--- config.mk ---
export PLATFORM = sky130hd
export DESIGN_NAME = monitoreo_flat
export DESIGN_NICKNAME = d
export VERILOG_FILES = /design/src/rtl/monitoreo_if.sv /design/src/rtl/monitoreo.sv /design/src/flat_wrapper.sv
export SDC_FILE = /design/constraint.sdc
export NUM_CORES = 1
export LEC_CHECK = 0
export ABC_AREA = 1
export BUFFER_PORTS_ARGS = -buffer_cell sky130_fd_sc_hd__buf_2
export CAP_MARGIN = 30
export CORE_ASPECT_RATIO = 1.2
export CORE_MARGIN = 8
export CORE_UTILIZATION = 52
export DETAILED_ROUTE_END_ITERATION = 8
export PLACE_DENSITY = 0.78
export SLEW_MARGIN = 10
export SYNTH_ARGS = -nofsm -noshare
export SYNTH_HDL_FRONTEND = slang
export SYNTH_SLANG_ARGS = --single-unit
--- constraint.sdc ---
create_clock -name clk -period 2.3 [get_ports clk]
set_clock_uncertainty 0.1 [all_clocks]
set_input_delay 0.345 -clock clk [delete_from_list [all_inputs] [get_ports clk]]
set_output_delay 0.345 -clock clk [all_outputs]
set_load 0.1 [all_outputs]
--- src/rtl/monitoreo_if.sv ---
// -----------------------------------------------------------------------------
// monitoreo_if
// Groups the sensor sample and the supervision outputs of the monitoreo block.
//   temp_entrada  : signed 11-bit reading, 0.1 degC per LSB (master -> slave)
//   alerta        : any abnormal condition (COLD, HOT or FAULT)
//   calefactor    : heater request (COLD only)
//   ventilador    : fan request (HOT only)
//   estado_actual : encoded state, NORMAL=00 FRIO=01 CALOR=10 FALLA=11
// -----------------------------------------------------------------------------
interface monitoreo_if;
  logic signed [10:0] temp_entrada;
  logic               alerta;
  logic               calefactor;
  logic               ventilador;
  logic [1:0]         estado_actual;

  modport master (
    output temp_entrada,
    input  alerta,
    input  calefactor,
    input  ventilador,
    input  estado_actual
  );

  modport slave (
    input  temp_entrada,
    output alerta,
    output calefactor,
    output ventilador,
    output estado_actual
  );
endinterface

--- src/rtl/monitoreo.sv ---
// -----------------------------------------------------------------------------
// monitoreo
// Temperature supervision: classifies each sample as normal / cold / hot /
// invalid, filters cold and hot through a persistence counter and drives the
// heater, fan, alert and encoded state from a Moore state machine.
// Ports:
//   clk    : system clock, rising edge
//   arst_n : synchronous reset, ACTIVE HIGH despite the historical name
//   bus    : monitoreo_if.slave (temp_entrada in, status outputs out)
// All outputs are registered; there is no combinational path from the sample.
// -----------------------------------------------------------------------------
module monitoreo #(
  parameter int UMBRAL_FRIO         = 180,
  parameter int UMBRAL_CALOR        = 280,
  parameter int TEMP_MIN            = -400,
  parameter int TEMP_MAX            = 1000,
  parameter int CICLOS_PERSISTENCIA = 5
) (
  input  logic        clk,
  input  logic        arst_n,
  monitoreo_if.slave  bus
);

  localparam int CW = $clog2(CICLOS_PERSISTENCIA + 1);
  localparam logic [CW-1:0]      P_N     = CW'(CICLOS_PERSISTENCIA);
  localparam logic [CW-1:0]      P_UNO   = CW'(1);
  localparam logic signed [10:0] P_FRIO  = 11'(UMBRAL_FRIO);
  localparam logic signed [10:0] P_CALOR = 11'(UMBRAL_CALOR);
  localparam logic signed [10:0] P_TMIN  = 11'(TEMP_MIN);
  localparam logic signed [10:0] P_TMAX  = 11'(TEMP_MAX);

  typedef enum logic [1:0] {
    NORMAL = 2'b00,
    FRIO   = 2'b01,
    CALOR  = 2'b10,
    FALLA  = 2'b11
  } estado_t;

  typedef enum logic [1:0] {
    CL_NORMAL   = 2'b00,
    CL_FRIO     = 2'b01,
    CL_CALOR    = 2'b10,
    CL_INVALIDA = 2'b11
  } clase_t;

  logic signed [10:0] w_temp;
  clase_t             w_clase;
  clase_t             r_clase_prev;
  logic [CW-1:0]      r_cnt;
  logic [CW-1:0]      w_cnt_next;
  logic [CW-1:0]      r_ok;
  logic [CW-1:0]      w_ok_next;
  estado_t            r_estado;
  estado_t            w_estado_next;
  logic               r_alerta;
  logic               r_calefactor;
  logic               r_ventilador;

  assign w_temp = bus.temp_entrada;

  // Sample classification, invalid range has priority over cold/hot
  always_comb begin
    w_clase = CL_NORMAL;
    if ((w_temp < P_TMIN) || (w_temp > P_TMAX)) begin
      w_clase = CL_INVALIDA;
    end else if (w_temp < P_FRIO) begin
      w_clase = CL_FRIO;
    end else if (w_temp > P_CALOR) begin
      w_clase = CL_CALOR;
    end else begin
      w_clase = CL_NORMAL;
    end
  end

  // Next values of the class-persistence counter and the valid-run counter.
  // The class counter treats 0 (just out of reset) as "no history" so the
  // first sample always counts as 1. The valid-run counter drives the exit
  // from FALLA, where any valid class counts regardless of cold/hot swings.
  always_comb begin
    w_cnt_next = P_UNO;
    w_ok_next  = '0;
    if ((w_clase == r_clase_prev) && (r_cnt != '0)) begin
      if (r_cnt >= P_N) begin
        w_cnt_next = r_cnt;
      end else begin
        w_cnt_next = r_cnt + P_UNO;
      end
    end else begin
      w_cnt_next = P_UNO;
    end
    if (w_clase == CL_INVALIDA) begin
      w_ok_next = '0;
    end else if (r_ok >= P_N) begin
      w_ok_next = r_ok;
    end else begin
      w_ok_next = r_ok + P_UNO;
    end
  end

  // Next-state logic
  always_comb begin
    w_estado_next = r_estado;
    case (r_estado)
      NORMAL: begin
        if (w_clase == CL_INVALIDA) begin
          w_estado_next = FALLA;
        end else if ((w_clase == CL_FRIO) && (w_cnt_next >= P_N)) begin
          w_estado_next = FRIO;
        end else if ((w_clase == CL_CALOR) && (w_cnt_next >= P_N)) begin
          w_estado_next = CALOR;
        end else begin
          w_estado_next = NORMAL;
        end
      end
      FRIO: begin
        if (w_clase == CL_INVALIDA) begin
          w_estado_next = FALLA;
        end else if (w_clase == CL_FRIO) begin
          w_estado_next = FRIO;
        end else begin
          w_estado_next = NORMAL;
        end
      end
      CALOR: begin
        if (w_clase == CL_INVALIDA) begin
          w_estado_next = FALLA;
        end else if (w_clase == CL_CALOR) begin
          w_estado_next = CALOR;
        end else begin
          w_estado_next = NORMAL;
        end
      end
      FALLA: begin
        if (w_ok_next >= P_N) begin
          w_estado_next = NORMAL;
        end else begin
          w_estado_next = FALLA;
        end
      end
      default: w_estado_next = NORMAL;
    endcase
  end

  // State register and sample history
  always_ff @(posedge clk) begin
    if (arst_n) begin
      r_estado     <= NORMAL;
      r_clase_prev <= CL_NORMAL;
      r_cnt        <= '0;
      r_ok         <= '0;
    end else begin
      r_estado     <= w_estado_next;
      r_clase_prev <= w_clase;
      r_cnt        <= w_cnt_next;
      r_ok         <= w_ok_next;
    end
  end

  // Registered output decode of the state being entered, so outputs change
  // on the same edge as the state register
  always_ff @(posedge clk) begin
    if (arst_n) begin
      r_alerta     <= 1'b0;
      r_calefactor <= 1'b0;
      r_ventilador <= 1'b0;
    end else begin
      r_alerta     <= (w_estado_next != NORMAL);
      r_calefactor <= (w_estado_next == FRIO);
      r_ventilador <= (w_estado_next == CALOR);
    end
  end

  assign bus.alerta        = r_alerta;
  assign bus.calefactor    = r_calefactor;
  assign bus.ventilador    = r_ventilador;
  assign bus.estado_actual = r_estado;

endmodule

--- src/flat_wrapper.sv ---
// flat-port wrapper written by rule: the top's interface ports become plain ports
module monitoreo_flat 
#(
  parameter int UMBRAL_FRIO         = 180,
  parameter int UMBRAL_CALOR        = 280,
  parameter int TEMP_MIN            = -400,
  parameter int TEMP_MAX            = 1000,
  parameter int CICLOS_PERSISTENCIA = 5
)
  (clk, arst_n, bus_temp_entrada, bus_alerta, bus_calefactor, bus_ventilador, bus_estado_actual);
  monitoreo_if bus_i ();
  input  logic clk;
  input  logic arst_n;
  input wire logic [$bits(bus_i.temp_entrada)-1:0] bus_temp_entrada;
  output wire logic [$bits(bus_i.alerta)-1:0] bus_alerta;
  output wire logic [$bits(bus_i.calefactor)-1:0] bus_calefactor;
  output wire logic [$bits(bus_i.ventilador)-1:0] bus_ventilador;
  output wire logic [$bits(bus_i.estado_actual)-1:0] bus_estado_actual;
  assign bus_i.temp_entrada = bus_temp_entrada;
  assign bus_alerta = bus_i.alerta;
  assign bus_calefactor = bus_i.calefactor;
  assign bus_ventilador = bus_i.ventilador;
  assign bus_estado_actual = bus_i.estado_actual;
  monitoreo #(.UMBRAL_FRIO(UMBRAL_FRIO), .UMBRAL_CALOR(UMBRAL_CALOR), .TEMP_MIN(TEMP_MIN), .TEMP_MAX(TEMP_MAX), .CICLOS_PERSISTENCIA(CICLOS_PERSISTENCIA)) u_core (.clk(clk), .arst_n(arst_n), .bus(bus_i));
endmodule
==> results.md, run 1 <==
- 1.424 mm — half-perimeter wire length after detailed placement
- 874.6 um2 — post-synthesis instance area
- 0.001602 mm2 — area of the core region
- 3 — clock buffers created by TritonCTS
- 346.8 ps — post-placement setup slack
- 85.59% — portion of the clock cycle consumed by the worst path in the final layout
- 838 — overall via count from detail_route
- 1 — count of H-tree levels built during CTS
- 6.431 um2 — Post-Syn Area per Cell
- 2 — maximum count of clock buffers along a single path
- 3.029 mm — wire length of the first global-routing pass
- 0 — max-cap viol count
- 13 — Clock Sinks
- 154 — net count after synthesis
- 540.8 uV — Max IR drop VDD
- 175 — fin cells
- 331.5 ps — worst path setup slack after routing
- 11.71% — global-route usage over all layers
- 0 — DRC violations left
- 492.6 ps — actual slew at the worst max-slew pin
- 1.144% — mux contribution to synthesized area
- 529.3 um2 — area taken by multi-input logic gates
- nand2_1 — most common cell after layout, fill and taps aside
- 0.8198 — final weighted congestion of routability-driven global placement
- 6.295% — synthesized-area fraction occupied by ao, oa, aoi and oai cells
- 766 um — wl on met1
- 176 — number of nets at the end of the flow
- 9.789 um — average wire per standard cell
- 0 ps — Setup TNS
- finished clean — outcome
- 1.713 mm — Total Wirelength
- 2360 ps — Data required, critical path
- 0 — number of buffers inserted to repair setup after CTS
- 154 — FILL cells
- 0 — number of antenna cells inserted
- 81 um — met3 wire len
- 171 — placed cell count
- 0 — EDFF count, synth
- 53.44 um — Die Width
- 843 um — met2 wire len
- 0 — initial antenna violation count
- dfxtp_1 — primary flip-flop cell chosen by synthesis mapping
- 0% — fraction of registers with async set/reset
- 2030 ps — Arr. time, crit path
- flop — Worst Setup Start Kind
- 7.153% — Synth Area in Adders
- 4.789 — detailed-route vias per instance
- 4.006% — xor-xnor portion of the synthesized cell area
- 29.76% — share of the yosys chip area belonging to registers
- 27 — number of distinct library cells after synthesis
- 20 — First DRT Iteration DRCs
- yes — clock tree from TritonCTS
- simple AND/OR/NAND/NOR gates — largest family of logic cells by synthesized area
- 0 — final setup violation count
- clkbuf_4 — root buffer cell
- 60.93 um — height of the die
- 29.76% — fraction of post-synthesis cell area in the top cell type by area
- 0.5484 nW — leakage power
- u_core.r_ok[1] — start of the worst register-to-register path
- 0 — DRT antenna net count
- 0 — number of cells upsized or downsized after cts
- 0 — number of hold buffers added after cts
- 13 — number of synthesized register bits
- 803 — via count of the first global-routing pass
- nand2_1, nor2_1, inv_1 — commonest cells after routing, fill and taps aside
- 611.1 mW/mm2 — Cell Pwr Density
- 0 — Final Hold Vio Count
- dfxtp_1, nand2_1, nor2_1, inv_1, ha_1 — leading post-synthesis cells by cell area
- 21.02% — fraction of layout instances using a drive strength above 1
- 3 — critical path peak fanout
- u_core.r_ok[1] — launching instance or port of the critical path
- 508.0 MHz — maximum clock frequency
- 270 ps — clock latency of the later-clocked register in the worst-skew pair
- 0 — yosys synthesis warning count
- no — unrepaired setup endpoints after global routing
- 1968 ps — Final Critical Period
- 0 — Pins Over Slew Limit
- reg2reg — start-to-end type of the worst setup path
- met4 — top layer in use
- 54.61% — Initial Util
- 15.31% — Area Overhead vs Synth
- 4 — 1st-pass router iterations
- 221.3 ps — final-layout worst hold slack
- 80 ps — clock input transition at the sequential cells of the worst setup and hold paths
- 260.3 um2 — footprint of the flip-flops and latches
- 16 — number of placement rows
- flop — Crit. End Element
- 67.38% — relative slew slack
- 0 — overall overflow remaining after global route
- 41.92% — simple-gate area share of the yosys netlist
- 17 — IO buf count
- 9 — pin count of the biggest net entering global routing
- 18 — Top Ports
- 0.003256 mm2 — floorplan die area
- arst_n — min-delay src
- dfxtp_1 — post-synthesis cell type with the largest combined area
- in2reg — Min-Delay Path Class
- 136 — number of standard cells after synthesis
Yosys cell counts, drive strengths merged, types with 2 or more instances:
| cell type | number |
|---|---|
| a21oi | 2 |
| dfxtp | 13 |
| xor2 | 2 |
| ha | 5 |
| inv | 21 |
| nor3 | 3 |
| xnor2 | 2 |
| o21ai | 5 |
| nand3 | 8 |
| nand2 | 42 |
| nor2 | 26 |
state kept, by name, summed over array words and instances, names as in the netlist:
| register | count |
|---|---|
| u_core.bus.ventilador | 1 |
| u_core.bus.alerta | 1 |
| u_core.bus.estado_actual | 2 |
| u_core.bus.calefactor | 1 |
| u_core.r_cnt | 3 |
| u_core.r_ok | 3 |
| u_core.r_clase_prev | 2 |
area by class of cell:
cell class | count | share of cell area (%)
Inverter | 22 | 8.437
Clock buffer | 4 | 2.605
Multi-Input combinational cell | 101 | 52.48
Tap cell | 18 | 2.233
Sequential cell | 13 | 25.81
Timing Repair Buffer | 17 | 8.437
stage by stage:
step	utilization (%)	area [um2]	power (mW)
after floorplan	-	874.6	0.4372
after global placement	61.33	982.2	0.4787
after detailed placement	61.33	982.2	0.4845
after CTS	62.97	1008	0.6222
after global routing	62.97	1008	0.6518
final	62.97	1008	0.6163
power by group:
part	switching, mW	internal [mW]	leakage, nW
Clock	0.0705	0.0672	0.0150
Combinational	0.167	0.0537	0.426
Sequential	0.0130	0.245	0.107
per-layer routing:
| layer | GRT usage [%] | vias to the layer above |
|---|---|---|
| met5 | 0 | - |
| met4 | 4.332 | 0 |
| met3 | 1.716 | 2 |
| met2 | 21.64 | 13 |
| met1 | 12.89 | 360 |
| li1 | - | 463 |
worst paths after layout:
kind / endpoint / cells after the start / slack (ps)
max: u_core.bus.alerta / 11 / 330
min reg2reg: u_core.r_ok[1] / 4 / 520
max reg2reg: u_core.bus.alerta / 11 / 330
min: u_core.r_clase_prev[1] / 2 / 220
logic make-up after synthesis:
group                      after synthesis
and+or+nand+nor                         82
buffers and inverters                   22
DFF                                     13
AOI/OAI and AO/OA                        9
adders and majority gates                5
xor gates and xnor gates                 4
muxes                                    1
worst max-delay path, cell delays in order (launching register included):
cell and delay (ps):
dfxtp_1 350, inv_1 60, ha_1 170, o21ai_1 240, mux2i_1 250, nand2_2 80, a21oi_2 140, nor2_1 50
nor3_1 130, nand2_1 100, nand2_1 120, nand2_1 60
(Power assumes the default switching activity.)
==> run 2: changes to the inputs <==
--- a/config.mk
+++ b/config.mk
@@ -8,9 +8,9 @@
 export ABC_AREA = 1
 export BUFFER_PORTS_ARGS = -buffer_cell sky130_fd_sc_hd__buf_2
 export CAP_MARGIN = 30
-export CORE_ASPECT_RATIO = 1.2
 export CORE_MARGIN = 8
 export CORE_UTILIZATION = 52
+export CTS_BUF_LIST = sky130_fd_sc_hd__clkbuf_8 sky130_fd_sc_hd__clkbuf_16
 export DETAILED_ROUTE_END_ITERATION = 8
 export PLACE_DENSITY = 0.78
 export SLEW_MARGIN = 10
==> run 2 against run 1 <==
Non-clock buffer count unchanged. Critical endpoint unchanged. Cell count fell by 0.57%. Critical path depth did not move. Via count up 4.7%. Combinational power about the same. Sequential power about the same. Register-to-register slack lost 40 ps. Die area down 0.17%.
==> results.md, run 2 (same netlist as run 1, synthesis figures left out) <==
- 67.53% — relative slew slack
- 2 — maximum count of clock buffers along a single path
- 57.01 um — Die Width
- 0 — Pins Over Slew Limit
- nand2_1, nor2_1, inv_1 — commonest cells after routing, fill and taps aside
- 980.9 um2 — post-detailed-placement cell area
- 9 — pin count of the biggest net entering global routing
- 2040 ps — Arr. time, crit path
- 498.8 MHz — maximum clock frequency
- 0 — number of cells upsized or downsized after cts
- yes — clock tree from TritonCTS
- 87.16% — portion of the clock cycle consumed by the worst path in the final layout
- 0.001026 mm2 — final cell area excluding filler cells
- 300 ps — reg2reg setup slack
- 176 — number of nets at the end of the flow
- 4 — 1st-pass router iterations
- 0.5603 nW — leakage power
- 1.569 mm — half-perimeter wire length after detailed placement
- no — unrepaired setup endpoints after global routing
- 13 — Clock Sinks
- 0 ps — Setup TNS
- 666.6 mW/mm2 — Cell Pwr Density
- 52.95% — Initial Util
- 24 — First DRT Iteration DRCs
- 1 — count of H-tree levels built during CTS
- 490.4 ps — actual slew at the worst max-slew pin
- 2005 ps — Final Critical Period
- 0.003250 mm2 — floorplan die area
- 0.7931 — final weighted congestion of routability-driven global placement
- 1.917 mm — Total Wirelength
- reg2reg — start-to-end type of the worst setup path
- 350 ps — largest stage delay on the critical path
- 291.8 ps — post-placement setup slack
- nand2_1 — most common cell after layout, fill and taps aside
- 295.2 ps — worst path setup slack after routing
- 21.02% — fraction of layout instances using a drive strength above 1
- 17.31% — Area Overhead vs Synth
- flop — Worst Setup Start Kind
- 170 — placed cell count
- 0 — DRT antenna net count
- 2340 ps — Data required, critical path
- 0 — overall overflow remaining after global route
- 0 — final setup violation count
- 11.02 um — average wire per standard cell
- 0 — DRC violations left
- 833 — via count of the first global-routing pass
- 17 — IO buf count
- 877 — overall via count from detail_route
- 657.5 uV — Max IR drop VDD
- 0.001652 mm2 — area of the core region
- 0 — number of antenna cells inserted
- nand2_1 — CP dominant cell by count
- 0 — number of buffers inserted to repair setup after CTS
- 15 — number of placement rows
- dfxtp_1 — slowest cell on the critical path
- 0 — max-cap viol count
- flop — Crit. End Element
- 250 ps — clock latency of the later-clocked register in the worst-skew pair
- 0 — Final Hold Vio Count
- 12.56% — global-route usage over all layers
- inv_1 -> ha_1 -> o21ai_1 -> mux2i_1 -> nand2_2 -> a21oi_2 -> nor2_1 -> nor3_1 -> nand2_1 -> nand2_1 -> nand2_1 — worst path cell trace
- 0 — number of hold buffers added after cts
- 3 — clock buffers created by TritonCTS
- 3 — critical path peak fanout
- 0 — initial antenna violation count
- in2reg — Min-Delay Path Class
- 57.01 um — height of the die
- 60 ps — clock input transition at the sequential cells of the worst setup and hold paths
- u_core.r_cnt (3), u_core.r_ok (3) — biggest registers after layout
- 174 — fin cells
- clkbuf_8 — root buffer cell
- 18 — Top Ports
- 5.040 — detailed-route vias per instance
- finished clean — outcome
- 3.339 mm — wire length of the first global-routing pass
[run 2: final cells by class]
| type | instances | area (um2) |
|---|---|---|
| Clock inverter | 1 | 3.754 |
| Sequential cell | 13 | 260.3 |
| Inverter | 22 | 85.08 |
| Timing Repair Buffer | 17 | 85.08 |
| Clock buffer | 3 | 41.29 |
| Multi-Input combinational cell | 101 | 529.3 |
| Fill cell | 159 | 625.6 |
| Tap cell | 17 | 21.27 |
[run 2: worst paths after layout]
path,startpoint,depth (start not counted),end
worst max-delay path,u_core.r_ok[1],11,u_core.bus.alerta
worst min-delay path,arst_n,2,u_core.r_clase_prev[1]
worst max register to register,u_core.r_ok[1],11,u_core.bus.alerta
worst min register to register,u_core.r_ok[0],3,u_core.r_ok[0]
[run 2: through the flow]
stage	util, %	hold WS, ps	total power, mW
after CTS	62.12	263.9	0.6875
final	62.12	266.5	0.6840
after detailed placement	59.39	521.5	0.4874
after global placement	59.39	508.7	0.4809
after floorplan	-	317.4	0.4372
after global routing	62.12	288.5	0.7173
[run 2: worst max-delay path: cells and delay by family, from the launching register on]
family | cells | cell delay [ps]
and+or+nand+nor | 6 | 510
AOI/OAI and AO/OA | 2 | 410
DFF | 1 | 350
muxes | 1 | 270
adders and majority gates | 1 | 180
buffers and inverters | 1 | 70
[run 2: metal layers]
layer	wire length, um	part of all wire (%)	vias up	track usage, %
li1	-	-	463	-
met1	841	44	391	14.53
met2	941	49	18	20.16
met3	91	4.7	5	3.548
met4	42	2.2	0	7.047
met5	0	0	-	0
[run 2: report_power, final]
| part | internal (mW) | leakage (nW) | switching [mW] | total, mW |
|---|---|---|---|---|
| Sequential | 0.245 | 0.107 | 0.0132 | 0.259 |
| Combinational | 0.0539 | 0.426 | 0.170 | 0.224 |
| Clock | 0.118 | 0.0269 | 0.0832 | 0.201 |
